==> src/rtl/voq_rr_scheduler_if.sv <==
// Bundle of the scheduler's VOQ-side and egress-side signals.
// master: the scheduler itself. slave: the VOQs and the egress engine that sit around it.
interface voq_rr_scheduler_if #(
    parameter int NUM_PORTS = 4,
    parameter int ADDR_W    = 10
);
    localparam int SRC_W = $clog2(NUM_PORTS);

    logic [NUM_PORTS-1:0]        enq_i;
    logic [NUM_PORTS-1:0]        voq_read_req_o;
    logic [NUM_PORTS*ADDR_W-1:0] voq_ptr_i;
    logic [NUM_PORTS-1:0]        voq_ptr_valid_i;
    logic [ADDR_W-1:0]           egr_ptr_o;
    logic [SRC_W-1:0]            egr_src_o;
    logic                        egr_valid_o;
    logic                        egr_ready_i;
    logic                        egr_done_i;
    logic                        err_o;

    modport master (
        input  enq_i, voq_ptr_i, voq_ptr_valid_i, egr_ready_i, egr_done_i,
        output voq_read_req_o, egr_ptr_o, egr_src_o, egr_valid_o, err_o
    );

    modport slave (
        output enq_i, voq_ptr_i, voq_ptr_valid_i, egr_ready_i, egr_done_i,
        input  voq_read_req_o, egr_ptr_o, egr_src_o, egr_valid_o, err_o
    );
endinterface

==> src/rtl/voq_rr_scheduler.sv <==
// Per-output-port round-robin scheduler over NUM_PORTS VOQs.
// Counts VOQ occupancy from enqueue pulses, grants one non-empty VOQ at a time,
// pops a single pointer from it, offers that pointer to egress and then waits
// for the packet to finish before looking for the next grant.
module voq_rr_scheduler #(
    parameter int NUM_PORTS = 4,
    parameter int ADDR_W    = 10,
    parameter int VOQ_DEPTH = 16
) (
    input  logic                clk,
    input  logic                rst_n,
    voq_rr_scheduler_if.master  bus
);
    localparam int CNT_W = $clog2(VOQ_DEPTH) + 1;
    localparam int SRC_W = $clog2(NUM_PORTS);

    typedef enum logic [2:0] {
        IDLE     = 3'd0,
        ISSUE    = 3'd1,
        WAIT_PTR = 3'd2,
        OFFER    = 3'd3,
        XMIT     = 3'd4
    } state_t;

    state_t               state_r;
    logic [CNT_W-1:0]     cnt_r [NUM_PORTS];
    logic [SRC_W-1:0]     rr_ptr_r;
    logic [SRC_W-1:0]     grant_r;
    logic [NUM_PORTS-1:0] read_req_r;
    logic [ADDR_W-1:0]    egr_ptr_r;
    logic [SRC_W-1:0]     egr_src_r;
    logic                 egr_valid_r;
    logic                 err_r;

    logic [NUM_PORTS-1:0] elig_s;
    logic [NUM_PORTS-1:0] inc_s;
    logic [SRC_W-1:0]     pick_s;
    logic                 any_s;
    logic [ADDR_W-1:0]    ptr_arr_s [NUM_PORTS];

    // Port index after p, wrapping at NUM_PORTS (which need not be a power of 2).
    function automatic logic [SRC_W-1:0] next_port(input logic [SRC_W-1:0] p);
        if (int'(p) == NUM_PORTS - 1) begin
            return '0;
        end else begin
            return p + SRC_W'(1);
        end
    endfunction

    // Single-bit read-request vector for VOQ p.
    function automatic logic [NUM_PORTS-1:0] one_hot(input logic [SRC_W-1:0] p);
        logic [NUM_PORTS-1:0] v;
        v    = '0;
        v[p] = 1'b1;
        return v;
    endfunction

    // Split the flat pointer bus into one slice per VOQ.
    always_comb begin
        for (int k = 0; k < NUM_PORTS; k++) begin
            ptr_arr_s[k] = bus.voq_ptr_i[k*ADDR_W +: ADDR_W];
        end
    end

    // Eligibility from registered counts; enqueues into a full VOQ are dropped, so they are not counted.
    always_comb begin
        for (int k = 0; k < NUM_PORTS; k++) begin
            elig_s[k] = (cnt_r[k] != '0);
            inc_s[k]  = bus.enq_i[k] && (cnt_r[k] != CNT_W'(VOQ_DEPTH));
        end
    end

    // Round-robin pick: first eligible VOQ starting at rr_ptr; scanning backwards lets the lowest offset win.
    always_comb begin
        pick_s = '0;
        any_s  = 1'b0;
        for (int i = NUM_PORTS - 1; i >= 0; i--) begin
            int idx_v;
            idx_v = int'(rr_ptr_r) + i;
            if (idx_v >= NUM_PORTS) begin
                idx_v = idx_v - NUM_PORTS;
            end else begin
                idx_v = idx_v;
            end
            if (elig_s[idx_v]) begin
                pick_s = SRC_W'(idx_v);
                any_s  = 1'b1;
            end else begin
                pick_s = pick_s;
                any_s  = any_s;
            end
        end
    end

    // Occupancy counters: +1 per accepted enqueue, -1 in the cycle the VOQ is read, both -> unchanged.
    always_ff @(posedge clk or negedge rst_n) begin
        if (!rst_n) begin
            for (int k = 0; k < NUM_PORTS; k++) begin
                cnt_r[k] <= '0;
            end
        end else begin
            for (int k = 0; k < NUM_PORTS; k++) begin
                case ({inc_s[k], read_req_r[k]})
                    2'b10:   cnt_r[k] <= cnt_r[k] + CNT_W'(1);
                    2'b01:   cnt_r[k] <= cnt_r[k] - CNT_W'(1);
                    default: cnt_r[k] <= cnt_r[k];
                endcase
            end
        end
    end

    // Grant/issue/offer/transmit sequencer; all outputs are driven from its registers.
    always_ff @(posedge clk or negedge rst_n) begin
        if (!rst_n) begin
            state_r     <= IDLE;
            rr_ptr_r    <= '0;
            grant_r     <= '0;
            read_req_r  <= '0;
            egr_ptr_r   <= '0;
            egr_src_r   <= '0;
            egr_valid_r <= 1'b0;
            err_r       <= 1'b0;
        end else begin
            case (state_r)
                IDLE: begin
                    if (any_s) begin
                        grant_r    <= pick_s;
                        read_req_r <= one_hot(pick_s);
                        state_r    <= ISSUE;
                    end else begin
                        read_req_r <= '0;
                        state_r    <= IDLE;
                    end
                end
                ISSUE: begin
                    // The read request lives for exactly this one cycle.
                    read_req_r <= '0;
                    state_r    <= WAIT_PTR;
                end
                WAIT_PTR: begin
                    // VOQ read latency is one cycle: the pointer must be here now.
                    if (bus.voq_ptr_valid_i[grant_r]) begin
                        egr_ptr_r   <= ptr_arr_s[grant_r];
                        egr_src_r   <= grant_r;
                        egr_valid_r <= 1'b1;
                        state_r     <= OFFER;
                    end else begin
                        err_r    <= 1'b1;
                        rr_ptr_r <= next_port(grant_r);
                        state_r  <= IDLE;
                    end
                end
                OFFER: begin
                    if (bus.egr_ready_i) begin
                        egr_valid_r <= 1'b0;
                        state_r     <= XMIT;
                    end else begin
                        state_r     <= OFFER;
                    end
                end
                XMIT: begin
                    if (bus.egr_done_i) begin
                        rr_ptr_r <= next_port(grant_r);
                        state_r  <= IDLE;
                    end else begin
                        state_r  <= XMIT;
                    end
                end
                default: begin
                    read_req_r  <= '0;
                    egr_valid_r <= 1'b0;
                    state_r     <= IDLE;
                end
            endcase
        end
    end

    assign bus.voq_read_req_o = read_req_r;
    assign bus.egr_ptr_o      = egr_ptr_r;
    assign bus.egr_src_o      = egr_src_r;
    assign bus.egr_valid_o    = egr_valid_r;
    assign bus.err_o          = err_r;

endmodule

==> src/flat_wrapper.sv <==
// flat-port wrapper written by rule: the top's interface ports become plain ports
module voq_rr_scheduler_flat 
#(
    parameter int NUM_PORTS = 4,
    parameter int ADDR_W    = 10,
    parameter int VOQ_DEPTH = 16
)
  (clk, rst_n, bus_enq_i, bus_voq_ptr_i, bus_voq_ptr_valid_i, bus_egr_ready_i, bus_egr_done_i, bus_voq_read_req_o, bus_egr_ptr_o, bus_egr_src_o, bus_egr_valid_o, bus_err_o);
  voq_rr_scheduler_if #(.NUM_PORTS(NUM_PORTS), .ADDR_W(ADDR_W)) bus_i ();
  input  logic clk;
  input  logic rst_n;
  input wire logic [$bits(bus_i.enq_i)-1:0] bus_enq_i;
  input wire logic [$bits(bus_i.voq_ptr_i)-1:0] bus_voq_ptr_i;
  input wire logic [$bits(bus_i.voq_ptr_valid_i)-1:0] bus_voq_ptr_valid_i;
  input wire logic [$bits(bus_i.egr_ready_i)-1:0] bus_egr_ready_i;
  input wire logic [$bits(bus_i.egr_done_i)-1:0] bus_egr_done_i;
  output wire logic [$bits(bus_i.voq_read_req_o)-1:0] bus_voq_read_req_o;
  output wire logic [$bits(bus_i.egr_ptr_o)-1:0] bus_egr_ptr_o;
  output wire logic [$bits(bus_i.egr_src_o)-1:0] bus_egr_src_o;
  output wire logic [$bits(bus_i.egr_valid_o)-1:0] bus_egr_valid_o;
  output wire logic [$bits(bus_i.err_o)-1:0] bus_err_o;
  assign bus_i.enq_i = bus_enq_i;
  assign bus_i.voq_ptr_i = bus_voq_ptr_i;
  assign bus_i.voq_ptr_valid_i = bus_voq_ptr_valid_i;
  assign bus_i.egr_ready_i = bus_egr_ready_i;
  assign bus_i.egr_done_i = bus_egr_done_i;
  assign bus_voq_read_req_o = bus_i.voq_read_req_o;
  assign bus_egr_ptr_o = bus_i.egr_ptr_o;
  assign bus_egr_src_o = bus_i.egr_src_o;
  assign bus_egr_valid_o = bus_i.egr_valid_o;
  assign bus_err_o = bus_i.err_o;
  voq_rr_scheduler #(.NUM_PORTS(NUM_PORTS), .ADDR_W(ADDR_W), .VOQ_DEPTH(VOQ_DEPTH)) u_core (.clk(clk), .rst_n(rst_n), .bus(bus_i));
endmodule
==> config.mk <==
export PLATFORM = sky130hd
export DESIGN_NAME = voq_rr_scheduler_flat
export DESIGN_NICKNAME = d
export VERILOG_FILES = /design/src/rtl/voq_rr_scheduler_if.sv /design/src/rtl/voq_rr_scheduler.sv /design/src/flat_wrapper.sv
export SDC_FILE = /design/constraint.sdc
export NUM_CORES = 1
export LEC_CHECK = 0
export CAP_MARGIN = 30
export CORE_ASPECT_RATIO = 2
export CORE_UTILIZATION = 40
export CTS_BUF_LIST = sky130_fd_sc_hd__clkbuf_4
export DETAILED_ROUTE_END_ITERATION = 12
export GPL_TIMING_DRIVEN = 0
export PLACE_DENSITY = 0.66
export SETUP_SLACK_MARGIN = 0.1
export SLEW_MARGIN = 20
export SYNTH_ARGS = -nofsm -noshare
export SYNTH_HDL_FRONTEND = slang
export SYNTH_SLANG_ARGS = --single-unit
==> constraint.sdc <==
create_clock -name clk -period 5.56 [get_ports clk]
set_input_delay 0.556 -clock clk [delete_from_list [all_inputs] [get_ports clk]]
set_output_delay 0.556 -clock clk [all_outputs]
set_load 0.01 [all_outputs]
==> results of run 1 <==
## layer usage
metal	up-vias	global-route usage, %	routed length, µm
met5	-	0	0
met4	0	8.721	137
met3	7	3.501	306
met2	57	35.16	3479
met1	1014	18.16	2100
li1	996	-	-
## cell usage in the layout, fill, tap and decap left out, types with 2 or more instances in the layout
cell type and instances:
a21oi_1 11, nor4_1 2, nor2_1 9, dfrtp_1 45, nor2b_1 3, o21ai_1 3
mux2_2 10, clkdlybuf4s50_1 68, clkbuf_1 7, inv_1 9, o21ai_0 18, o21bai_1 2
mux2_1 6, clkbuf_4 6, o22a_1 2, a21o_1 8, xnor2_1 10, o22ai_1 2
xor2_1 9, mux4_2 11, fa_1 4, or4_4 2, nand2_1 22, a22o_1 2
ha_1 17
## worst max-delay path by stage
stage                                       startpoint                                  end  slack [ps]  cells past startpoint
after floorplan           u_core.cnt_r[16]$_DFFE_PN0P_         u_core.cnt_r[19]$_DFFE_PN0P_        3090                      9
after global placement                           rst_n  u_core.bus.egr_ptr_o[8]$_DFFE_PN0P_        2640                      1
after detailed placement                  bus_enq_i[1]         u_core.cnt_r[14]$_DFFE_PN0P_        2850                      9
after CTS                  u_core.cnt_r[0]$_DFFE_PN0P_          u_core.cnt_r[4]$_DFFE_PN0P_        2880                     11
after global routing       u_core.cnt_r[0]$_DFFE_PN0P_          u_core.cnt_r[4]$_DFFE_PN0P_        2610                     11
final                     u_core.cnt_r[16]$_DFFE_PN0P_         u_core.cnt_r[19]$_DFFE_PN0P_        2890                      9
## power by group
part | switching [mW] | internal (mW)
Combinational | 0.447 | 0.542
Sequential | 0.148 | 0.487
Clock | 0.108 | 0.0985
## stage by stage
| step | util, % | instance area (µm²) |
|---|---|---|
| 2_1_floorplan | - | 2711 |
| 3_3_place_gp | 53.47 | 3512 |
| 3_5_place_dp | 53.81 | 3535 |
| 4_1_cts | 55.01 | 3613 |
| 5_1_grt | 55.05 | 3616 |
| 6_report | 55.05 | 3616 |
## state kept, by name (all words and copies together) (netlist names)
signal / count
u_core.bus.err_o: 1
u_core.rr_ptr_r: 2
u_core.grant_r: 2
u_core.cnt_r: 20
u_core.state_r: 3
u_core.bus.voq_read_req_o: 4
u_core.bus.egr_ptr_o: 10
u_core.bus.egr_valid_o: 1
u_core.bus.egr_src_o: 2
## layout make-up
class / count / area (µm²) / share of cell area [%]
clock buffer: 6 / 45.04 / 1.246
buffer: 9 / 45.04 / 1.246
sequential: 45 / 1126 / 31.14
multi-input combinational: 171 / 1506 / 41.66
timing repair buffer: 70 / 713.2 / 19.72
clock inverter: 2 / 33.78 / 0.9343
tap: 88 / 110.1 / 3.045
inverter: 9 / 33.78 / 0.9343
antenna: 1 / 2.502 / 0.06920
## worst max-delay path: cells and delay by family, from the launching register on
family	cells	cell delay [ps]
AO/OA/AOI/OAI	3	550
AND/OR/NAND/NOR	2	660
flip-flops	1	450
adder cells (fa/ha/maj)	2	610
XOR/XNOR	2	290
## logic make-up after synthesis
group,count (synthesis),share of synthesized area (%)
AOI/OAI and AO/OA,55,12.78
and+or+nand+nor,48,9.691
DFF,45,41.53
muxes,28,16.15
adders and majority gates,21,10.80
xor gates and xnor gates,19,6.138
buffers and inverters,18,2.907
==> impl_summary.txt, run 1 <==
----------------------------------------------------
[Setup path]
  Worst R2R Start ... u_core.cnt_r[16]$_DFFE_PN0P_
  Crit path capture type ... flop
  Crit Path Category ... reg -> reg
  Crit-path cells ... or4_4 -> o21ai_0 -> ha_1 -> ha_1 -> a21o_1 -> a21oi_1 -> xor2_1 -> nor2_1 -> xnor2_1
  Data required time at the worst endpoint ... 5830 ps
  Dominant cell type by count on the critical path ... ha_1
  Arr. time, crit path ... 2930 ps
  CP startpoint kind ... flop
  Largest fanout on the critical path ... 5
  Cells on worst reg2reg path ... 9
  Endpoint of the most critical register-to-register path ... u_core.cnt_r[19]$_DFFE_PN0P_
  Critical-path cell with the highest stage delay ... or4_4
  Delay contributed by the slowest stage of the critical path ... 600 ps
  Register-to-Register Setup Slack ... 2890 ps

[Die]
  Die height ... 118.4 µm
  Die Outline Area ... 7131 µm²
  Core region area ... 6569 µm²
  Initial core utilization ... 41.28%
  Width of the die ... 60.22 µm
  FP Rows ... 42
  Number of placed I/O pins ... 70

[Logic synthesis]
  Part of the Yosys area used for sequential elements ... 41.53%
  Unique cell type count in the Yosys netlist ... 43
  Synth Cell Area ... 2711 µm²
  Async SR Flop Fraction ... 100.0%
  Top cell type by total area after synthesis ... dfrtp_1
  Dominant cells by area after synthesis ... dfrtp_1 (42%), mux4_2 (9.1%), ha_1 (7.8%)
  Post-synth net total ... 307
  Dominant cell by count in the synthesized netlist ... dfrtp_1
  Post-synth top cells ... dfrtp_1 (45), nand2_1 (22), o21ai_0 (18)
  Syn_area_per_cell ... 11.59 µm²
  Number of instances in the synthesized netlist ... 234
  Top cell type's share of synthesized area ... 41.53%
  Synthesis Warnings ... 0
  Flip-flop and latch count after synthesis ... 45
  Count of flip-flops with a built-in enable after synthesis ... 0
  Main flop type after synthesis ... dfrtp_1

[Clocking]
  Number of gates given a new drive strength after cts ... 0
  TritonCTS clock tree ... built
  Post-CTS setup buffers ... 0
  Clock sink total ... 45
  Clock insertion delay at the later pin of the skew report ... 380 ps
  Clock transition at path regs ... 140 ps
  Cts hold-fix bufs ... 0
  CTS root buffer ... clkbuf_4
  Number of buffers on the longest clock path ... 2
  Number of buffers added by the clock tree synthesis step ... 5
  H-tree lvl count ... 2

[Power]
  Power Total ... 1.831 mW
  Static Leakage ... 1.566 nW
  Total power divided by cell area ... 506.4 nW/µm²
  Largest voltage drop on the vdd net ... 0.0001959 V

[Global route]
  Largest net degree at the start of global routing ... 24
  Total GRT Usage ... 18.75%
  First-pass GRT wire length ... 9.998 mm
  Remaining global-route overflow ... 0
  Initial antenna violation count ... 1
  Via count of the first global-routing pass ... 2196

[Routing]
  Final routed wirelength across all metal layers ... 6.023 mm
  Via-to-Cell Ratio ... 5.172
  First-pass iteration count of the detailed router ... 4
  Detailed-route DRC error count ... 0
  Routed vias ... 2074
  Number of DRC markers in iteration 0 ... 32
  Remaining antenna violation count after routing ... 0
  Routed wirelength normalized by instance count ... 15.02 µm

[STA]
  Total count of max-transition violations in the final report ... 0
  Setup TNS ... 0 ps
  F_max ... 375.0 MHz
  Fin worst setup slack ... 2894 ps
  Worst hold slack after final layout ... 148.6 ps
  Setup violation total in the final timing report ... 0
  Number of endpoints with negative hold slack in the final report ... 0
  Transition time at the pin with the least slew margin ... 712.8 ps
  Fin Clk Skew ... 17.46 ps
  Slew Limit Headroom ... 52.48%
  Unrepaired setup endpoints after global routing ... false
  Share of the cycle needed by the critical path after routing ... 47.96%
  Minimum clock period after layout ... 2666 ps

[Layout]
  Fraction of layout cells with a size suffix above 1 ... 12.50%
  Count of non-filler cells in the finished layout ... 401
  NumNets Final ... 384
  Area delta synth->final ... 33.36%
  Fill cells ... 606

[Placed design]
  Post-place setup slack ... 2845 ps
  Placed wire-length estimate ... 4.921 mm
  Total of buffers placed on input and output ports ... 69
  Number of placed instances with taps included ... 392
  Routability cong. ... 0.8382

[Run]
  Max-capacitance violation count ... 0

[Min path]
  Path class of the lowest-slack min-delay path ... in -> async

[Outcome]
  Outcome ... completed

----------------------------------------------------
No activity file was read; power rests on OpenSTA's default activity.
==> run 2: changes to the inputs <==
--- a/config.mk
+++ b/config.mk
@@ -11,7 +11,7 @@
 export CTS_BUF_LIST = sky130_fd_sc_hd__clkbuf_4
 export DETAILED_ROUTE_END_ITERATION = 12
 export GPL_TIMING_DRIVEN = 0
-export PLACE_DENSITY = 0.66
+export PLACE_DENSITY = 0.68
 export SETUP_SLACK_MARGIN = 0.1
 export SLEW_MARGIN = 20
 export SYNTH_ARGS = -nofsm -noshare
==> constraint.sdc (replaced) <==
create_clock -name clk -period 2.1 [get_ports clk]
set_input_delay 0.21 -clock clk [delete_from_list [all_inputs] [get_ports clk]]
set_output_delay 0.21 -clock clk [all_outputs]
set_load 0.01 [all_outputs]
==> run 2 against run 1 <==
  * The flow now finishes with violations (setup timing)
  * Critical path depth up 1
  * Non-clock buffer count rose by 30
  * Power rose to 3.1 times the previous value
  * Maximum frequency increased by 13%
  * Combinational power grew to 3.4 times the previous value
  * Final area rose by 15%
  * Largest power group unchanged
==> impl_summary.txt, run 2 (synthesized netlist as in run 1, its figures left out) <==
----------------------------------------------------
[Clocking]
  Clock sink total ... 45
  CTS root buffer ... clkbuf_4
  Clock transition at path regs ... 130 ps
  Clock insertion delay at the later pin of the skew report ... 380 ps
  TritonCTS clock tree ... built
  Number of buffers on the longest clock path ... 2
  Number of buffers added by the clock tree synthesis step ... 5
  H-tree lvl count ... 2

[Power]
  Total power divided by cell area ... 1373 nW/µm²
  Power Total ... 5.703 mW
  Largest voltage drop on the vdd net ... 0.0007130 V
  Static Leakage ... 1.737 nW

[Layout]
  Register name with the most flops ... u_core.cnt_r
  Most used cells in the layout excluding fill and tap cells ... clkdlybuf4s50_1 (68), dfrtp_1 (40), buf_4 (26), nand2_1 (20)
  Number of flip-flops under the largest register name ... 20
  Most frequent standard cell in the layout excluding fill and tap cells ... clkdlybuf4s50_1
  Area delta synth->final ... 53.21%
  Fraction of layout cells with a size suffix above 1 ... 31.58%
  Final design utilization ... 63.24%
  NumNets Final ... 414

[Die]
  Core region area ... 6569 µm²
  FP Rows ... 42
  Width of the die ... 60.22 µm
  Die Outline Area ... 7131 µm²
  Die height ... 118.4 µm
  Initial core utilization ... 41.28%
  Number of placed I/O pins ... 70

[Placed design]
  Placed wire-length estimate ... 5.060 mm
  Total of buffers placed on input and output ports ... 69
  Routability cong. ... 0.8323

[Routing]
  Via-to-Cell Ratio ... 5.181
  Remaining antenna violation count after routing ... 0
  Routed vias ... 2233
  Detailed-route DRC error count ... 0
  Number of DRC markers in iteration 0 ... 68
  Final routed wirelength across all metal layers ... 7.045 mm
  First-pass iteration count of the detailed router ... 4
  Routed wirelength normalized by instance count ... 16.35 µm

[Min path]
  Path class of the lowest-slack min-delay path ... in -> async

[Setup path]
  Worst path bufs/invs ... 1
  Crit Path Category ... reg -> reg
  Cell type group with the largest total delay on the critical path ... simple AND/OR/NAND/NOR gates
  Largest fanout on the critical path ... 4
  Register-to-Register Setup Slack ... -260 ps
  Worst R2R Start ... u_core.cnt_r[7]$_DFFE_PN0P_
  Crit path capture type ... flop
  Cells on worst reg2reg path ... 10
  Arr. time, crit path ... 2670 ps
  CP startpoint kind ... flop
  Critical-path cell with the highest stage delay ... or4_4
  Crit-path cells ... or4_4 -> o21ai_4 -> ha_4 -> buf_6 -> fa_2 -> a21o_1 -> a21oi_2 -> xor2_1 -> nor2_1 -> xnor2_1
  Data required time at the worst endpoint ... 2410 ps
  Delay contributed by the slowest stage of the critical path ... 570 ps
  Endpoint of the most critical register-to-register path ... u_core.cnt_r[9]$_DFFE_PN0P_

[Global route]
  GRT Max-Usage Layer ... met2
  GR Layer Usage met3 ... 3.720%
  Met1 track demand over resource ... 18.11%
  Largest net degree at the start of global routing ... 24
  First-pass GRT wire length ... 10.63 mm
  Remaining global-route overflow ... 0
  Initial antenna violation count ... 1
  Met2 track demand over resource in global routing ... 38.39%
  Via count of the first global-routing pass ... 2311
  Total GRT Usage ... 20.03%

[Run]
  Max-capacitance violation count ... 0

[STA]
  Total count of max-transition violations in the final report ... 0
  Slew Limit Headroom ... 61.40%
  Fin worst setup slack ... -259.1 ps
  Fin Clk Skew ... 9.511 ps
  Number of endpoints with negative hold slack in the final report ... 0
  F_max ... 423.9 MHz
  Minimum clock period after layout ... 2359 ps
  Unrepaired setup endpoints after global routing ... true
  Setup violation total in the final timing report ... 9
  Share of the cycle needed by the critical path after routing ... 112.3%
  Transition time at the pin with the least slew margin ... 579.1 ps

[Outcome]
  Violated checks ... setup timing
  Outcome ... finished with violations

----------------------------------------------------
==> run 2: cell types whose count changed in the layout (fill, tap and decap cells not counted), sizes merged <==
cell         delta
clkbuf          +1
buf            +28
dlygate4sd3     +1
==> run 2: area by class of cell <==
type	count	area, µm²
repair buffers	100	965.9
flip-flops and latches	45	1132
plain buffers	9	53.80
clock buffers	6	45.04
multi-input cells	171	1774
fillers	534	2415
clock inverters	2	33.78
inverters	9	36.28
well taps	88	110.1
diodes	1	2.502
==> run 2: metal layers <==
| layer | wire length (µm) | part of all wire [%] |
|---|---|---|
| met5 | 0 | 0 |
| met4 | 205 | 2.9 |
| met3 | 369 | 5.2 |
| met2 | 4175 | 59 |
| met1 | 2295 | 33 |
==> run 2: report_power, final <==
| part | switching (mW) | total, mW | internal, mW | leakage (nW) |
|---|---|---|---|---|
| combinational | 1.50 | 3.41 | 1.91 | 1.15 |
| sequential | 0.438 | 1.74 | 1.30 | 0.540 |
| clock | 0.292 | 0.553 | 0.261 | 0.0433 |
| total | 2.23 | 5.70 | 3.47 | 1.74 |
==> run 2: how the worst max path moves through the flow <==
stage	from	end	slack [ps]	cells after the start
4_1_cts	u_core.cnt_r[15]$_DFFE_PN0P_	u_core.cnt_r[19]$_DFFE_PN0P_	-220	9
3_5_place_dp	u_core.cnt_r[15]$_DFFE_PN0P_	u_core.cnt_r[19]$_DFFE_PN0P_	-320	9
5_1_grt	u_core.cnt_r[8]$_DFFE_PN0P_	u_core.cnt_r[9]$_DFFE_PN0P_	-340	9
2_1_floorplan	u_core.cnt_r[17]$_DFFE_PN0P_	u_core.cnt_r[19]$_DFFE_PN0P_	-190	9
6_report	u_core.cnt_r[7]$_DFFE_PN0P_	u_core.cnt_r[9]$_DFFE_PN0P_	-260	10
3_3_place_gp	rst_n	u_core.bus.egr_ptr_o[8]$_DFFE_PN0P_	-480	1
==> run 2: repair_timing <==
| item | in CTS | in global routing |
|---|---|---|
| hold buffers | 1 | 0 |
| buffers inserted | 21 | 7 |
| endpoints found under the hold margin | 22 | 0 |
| gates resized for setup | 15 | 23 |
| pin swaps | 32 | 32 |
| setup endpoints to repair | 19 | 26 |
| cloned | 0 | 1 |
==> run 2: per-stage QoR <==
stage          instances  worst slack [ps]  TNS (ps)  cell area, µm²  hold slack, ps
3_3_place_gp         391            -481.9    -23370            3656           447.1
6_report             431            -259.1     -1188            4154           342.2
5_1_grt              431            -343.6     -2041            4154           400.5
3_5_place_dp         392            -316.1     -2115            3679           243.9
2_1_floorplan        234            -187.8    -762.2            2855          -85.59
4_1_cts              422            -222.5     -1004            3974           348.6
==> run 2: worst reg2reg max path: stages (launching register included) <==
cell and delay, ps:
dfrtp_1 420, or4_4 570, o21ai_4 180, ha_4 190
buf_6 100, fa_2 200, a21o_1 160, a21oi_2 70
xor2_1 150, nor2_1 130, xnor2_1 130
==> run 3: changes to the inputs <==
--- a/config.mk
+++ b/config.mk
@@ -12,7 +12,8 @@
 export DETAILED_ROUTE_END_ITERATION = 12
 export GPL_TIMING_DRIVEN = 0
 export PLACE_DENSITY = 0.68
-export SETUP_SLACK_MARGIN = 0.1
+export RECOVER_POWER = 50
+export SETUP_SLACK_MARGIN = 0.2
 export SLEW_MARGIN = 20
 export SYNTH_ARGS = -nofsm -noshare
 export SYNTH_HDL_FRONTEND = slang
==> run 3 against run 2 <==
  * Clock-buffer cell count decreased by 1
  * Non-clock buffer count increased by 10
  * Register-to-register slack improved by 98 ps
  * Global-route usage increased by 2.1 points
  * The run still ends with setup timing left
  * Hold slack improved by 110 ps
  * Power up 4.9%
  * Flip-flop and latch count is the same
  * Critical path type unchanged
  * Via count up 2.4%
  * Clock skew is 5.0 ps higher
==> impl_summary.txt, run 3 (synthesized netlist as in run 1, its figures left out) <==
----------------------------------------------------
[Power]
  Power Total ... 5.985 mW
  Part of the power in the clock network ... 8.9%
  Static Leakage ... 1.844 nW
  Proportion of power drawn by flip-flops and latches ... 28.9%
  Total power divided by cell area ... 1398 nW/µm²
  Switching power ... 2.287 mW
  Cell internal pwr ... 3.698 mW
  Part of the total power dissipated in combinational logic ... 62.2%
  Largest voltage drop on the vdd net ... 0.0006588 V
  Switching part of the total power ... 38.22%

[Clocking]
  Clock sink total ... 45
  TritonCTS clock tree ... built
  CTS root buffer ... clkbuf_4
  Clock insertion delay at the later pin of the skew report ... 380 ps
  Clock transition at path regs ... 140 ps
  H-tree lvl count ... 2
  Number of buffers added by the clock tree synthesis step ... 5
  Number of buffers on the longest clock path ... 2

[Setup path]
  Cells on worst reg2reg path ... 9
  Delay contributed by the slowest stage of the critical path ... 550 ps
  Crit Path Category ... reg -> reg
  Data required time at the worst endpoint ... 2370 ps
  Worst R2R Start ... u_core.cnt_r[8]$_DFFE_PN0P_
  Register-to-Register Setup Slack ... -160 ps
  Endpoint of the most critical register-to-register path ... u_core.cnt_r[9]$_DFFE_PN0P_
  Arr. time, crit path ... 2530 ps
  Crit path capture type ... flop
  Cell type group with the largest total delay on the critical path ... simple AND/OR/NAND/NOR gates
  Largest fanout on the critical path ... 5
  Worst path bufs/invs ... 0
  Dominant cell type by count on the critical path ... ha_4
  CP startpoint kind ... flop
  Critical-path cell with the highest stage delay ... or4_4
  Crit-path cells ... or4_4 -> o21ai_4 -> ha_4 -> ha_4 -> a21o_1 -> a21oi_2 -> xor2_1 -> nor2_1 -> xnor2_1

[Placed design]
  Routability cong. ... 0.8120
  Placement Cell Area ... 3682 µm²
  Post-place setup slack ... -320.8 ps
  Placed wire-length estimate ... 5.090 mm
  Number of placed instances with taps included ... 392
  Total of buffers placed on input and output ports ... 69

[Outcome]
  Outcome ... finished with violations
  Violated checks ... setup timing

[STA]
  Fin Clk Skew ... 14.55 ps
  Number of endpoints with negative hold slack in the final report ... 0
  F_max ... 442.2 MHz
  Unrepaired setup endpoints after global routing ... true
  Worst hold slack after final layout ... 452.2 ps
  Minimum clock period after layout ... 2262 ps
  Slew Limit Headroom ... 2.587%
  Total count of max-transition violations in the final report ... 0
  Setup violation total in the final timing report ... 6
  Fin worst setup slack ... -161.5 ps
  Setup TNS ... -686.5 ps
  Share of the cycle needed by the critical path after routing ... 107.7%
  Transition time at the pin with the least slew margin ... 1461 ps

[Layout]
  Finished layout cell area ... 4280 µm²
  Fraction of layout cells with a size suffix above 1 ... 35.33%
  Number of flip-flops under the largest register name ... 20
  Antenna fix cells ... 0
  Most frequent standard cell in the layout excluding fill and tap cells ... clkdlybuf4s50_1
  Register name with the most flops ... u_core.cnt_r
  Fill cells ... 521
  Final design utilization ... 65.16%
  Most used cells in the layout excluding fill and tap cells ... clkdlybuf4s50_1 (67), dfrtp_1 (41), buf_4 (28), nand2_1 (20), mux2_4 (12)
  NumNets Final ... 424
  Area delta synth->final ... 57.87%
  Count of non-filler cells in the finished layout ... 439

[Routing]
  Number of DRC markers in iteration 0 ... 63
  Final routed wirelength across all metal layers ... 7.234 mm
  First-pass iteration count of the detailed router ... 6
  Routed wirelength normalized by instance count ... 16.48 µm
  Detailed-route DRC error count ... 0
  Via-to-Cell Ratio ... 5.207
  Remaining antenna violation count after routing ... 0
  Routed vias ... 2286

[Die]
  FP Rows ... 42
  Number of placed I/O pins ... 70
  Core region area ... 6569 µm²
  Die height ... 118.4 µm
  Initial core utilization ... 41.28%
  Width of the die ... 60.22 µm
  Die Outline Area ... 7131 µm²

[Global route]
  Initial antenna violation count ... 0
  Total GRT Usage ... 22.14%
  Remaining global-route overflow ... 0
  Largest net degree at the start of global routing ... 28
  Via count of the first global-routing pass ... 2451
  First-pass GRT wire length ... 11.70 mm

[Min path]
  Worst min-delay path startpoint ... bus_egr_done_i
  End of the worst hold path ... u_core.state_r[2]$_DFF_PN0_
  Path class of the lowest-slack min-delay path ... in -> reg
  Cells on Worst Hold Path ... 2

[Run]
  Max-capacitance violation count ... 0

----------------------------------------------------
-- run 3: changes by cell type in the layout (fill, tap and decap cells not counted), sizes merged --
cell / delta
buf: +8
clkbuf: +1
clkdlybuf4s50: -1
diode: -1
dlygate4sd3: +1
-- run 3: area by class of cell --
class	count	area [µm²]	area share (%)
plain buffers	9	53.80	1.257
clock buffers	5	37.54	0.8769
clock inverters	2	35.03	0.8185
inverters	9	36.28	0.8477
multi-input cells	171	1817	42.44
flip-flops and latches	45	1131	26.42
well taps	88	110.1	2.572
repair buffers	110	1060	24.76
-- run 3: worst register-to-register path: cells and delay by family, from the launching register on --
family                     cells  cell delay (ps)
xor gates and xnor gates       2              270
AOI/OAI and AO/OA              3              450
and+or+nand+nor                2              620
adders and majority gates      2              420
DFF                            1              400
-- run 3: routing by layer --
layer / global-route usage, % / part of all wire, %
met1: 21.75 / 34
met5: 0 / 0
met3: 5.142 / 6.1
met2: 41.21 / 57
met4: 9.012 / 2.9
-- run 3: what timing repair did --
| item | in CTS | in global routing |
|---|---|---|
| setup buffers | 32 | 6 |
| pin swaps | 30 | 6 |
| gates resized for setup | 37 | 24 |
| hold endpoints to repair | 26 | 0 |
| cloned | 1 | 0 |
| setup endpoints to repair | 30 | 33 |
| hold buffers | 1 | 0 |
-- run 3: power by group through the flow --
stage	Sequential, mW	Clock (mW)	Combinational, mW
final	1.73	0.534	3.72
after global routing	1.78	0.583	4.12
after CTS	1.71	0.551	3.53
after detailed placement	1.75	0	2.81
after global placement	1.73	0	2.73
after floorplan	1.72	0	1.94
-- run 3: worst max-delay path by stage --
stage	cells past startpoint	startpoint	to	slack, ps
6_report	9	u_core.cnt_r[8]$_DFFE_PN0P_	u_core.cnt_r[9]$_DFFE_PN0P_	-160
5_1_grt	9	u_core.cnt_r[15]$_DFFE_PN0P_	u_core.cnt_r[19]$_DFFE_PN0P_	-280
4_1_cts	9	u_core.cnt_r[15]$_DFFE_PN0P_	u_core.cnt_r[19]$_DFFE_PN0P_	-180
3_5_place_dp	9	u_core.cnt_r[17]$_DFFE_PN0P_	u_core.cnt_r[19]$_DFFE_PN0P_	-320
3_3_place_gp	1	rst_n	u_core.cnt_r[18]$_DFFE_PN0P_	-440
2_1_floorplan	9	u_core.cnt_r[17]$_DFFE_PN0P_	u_core.cnt_r[19]$_DFFE_PN0P_	-190
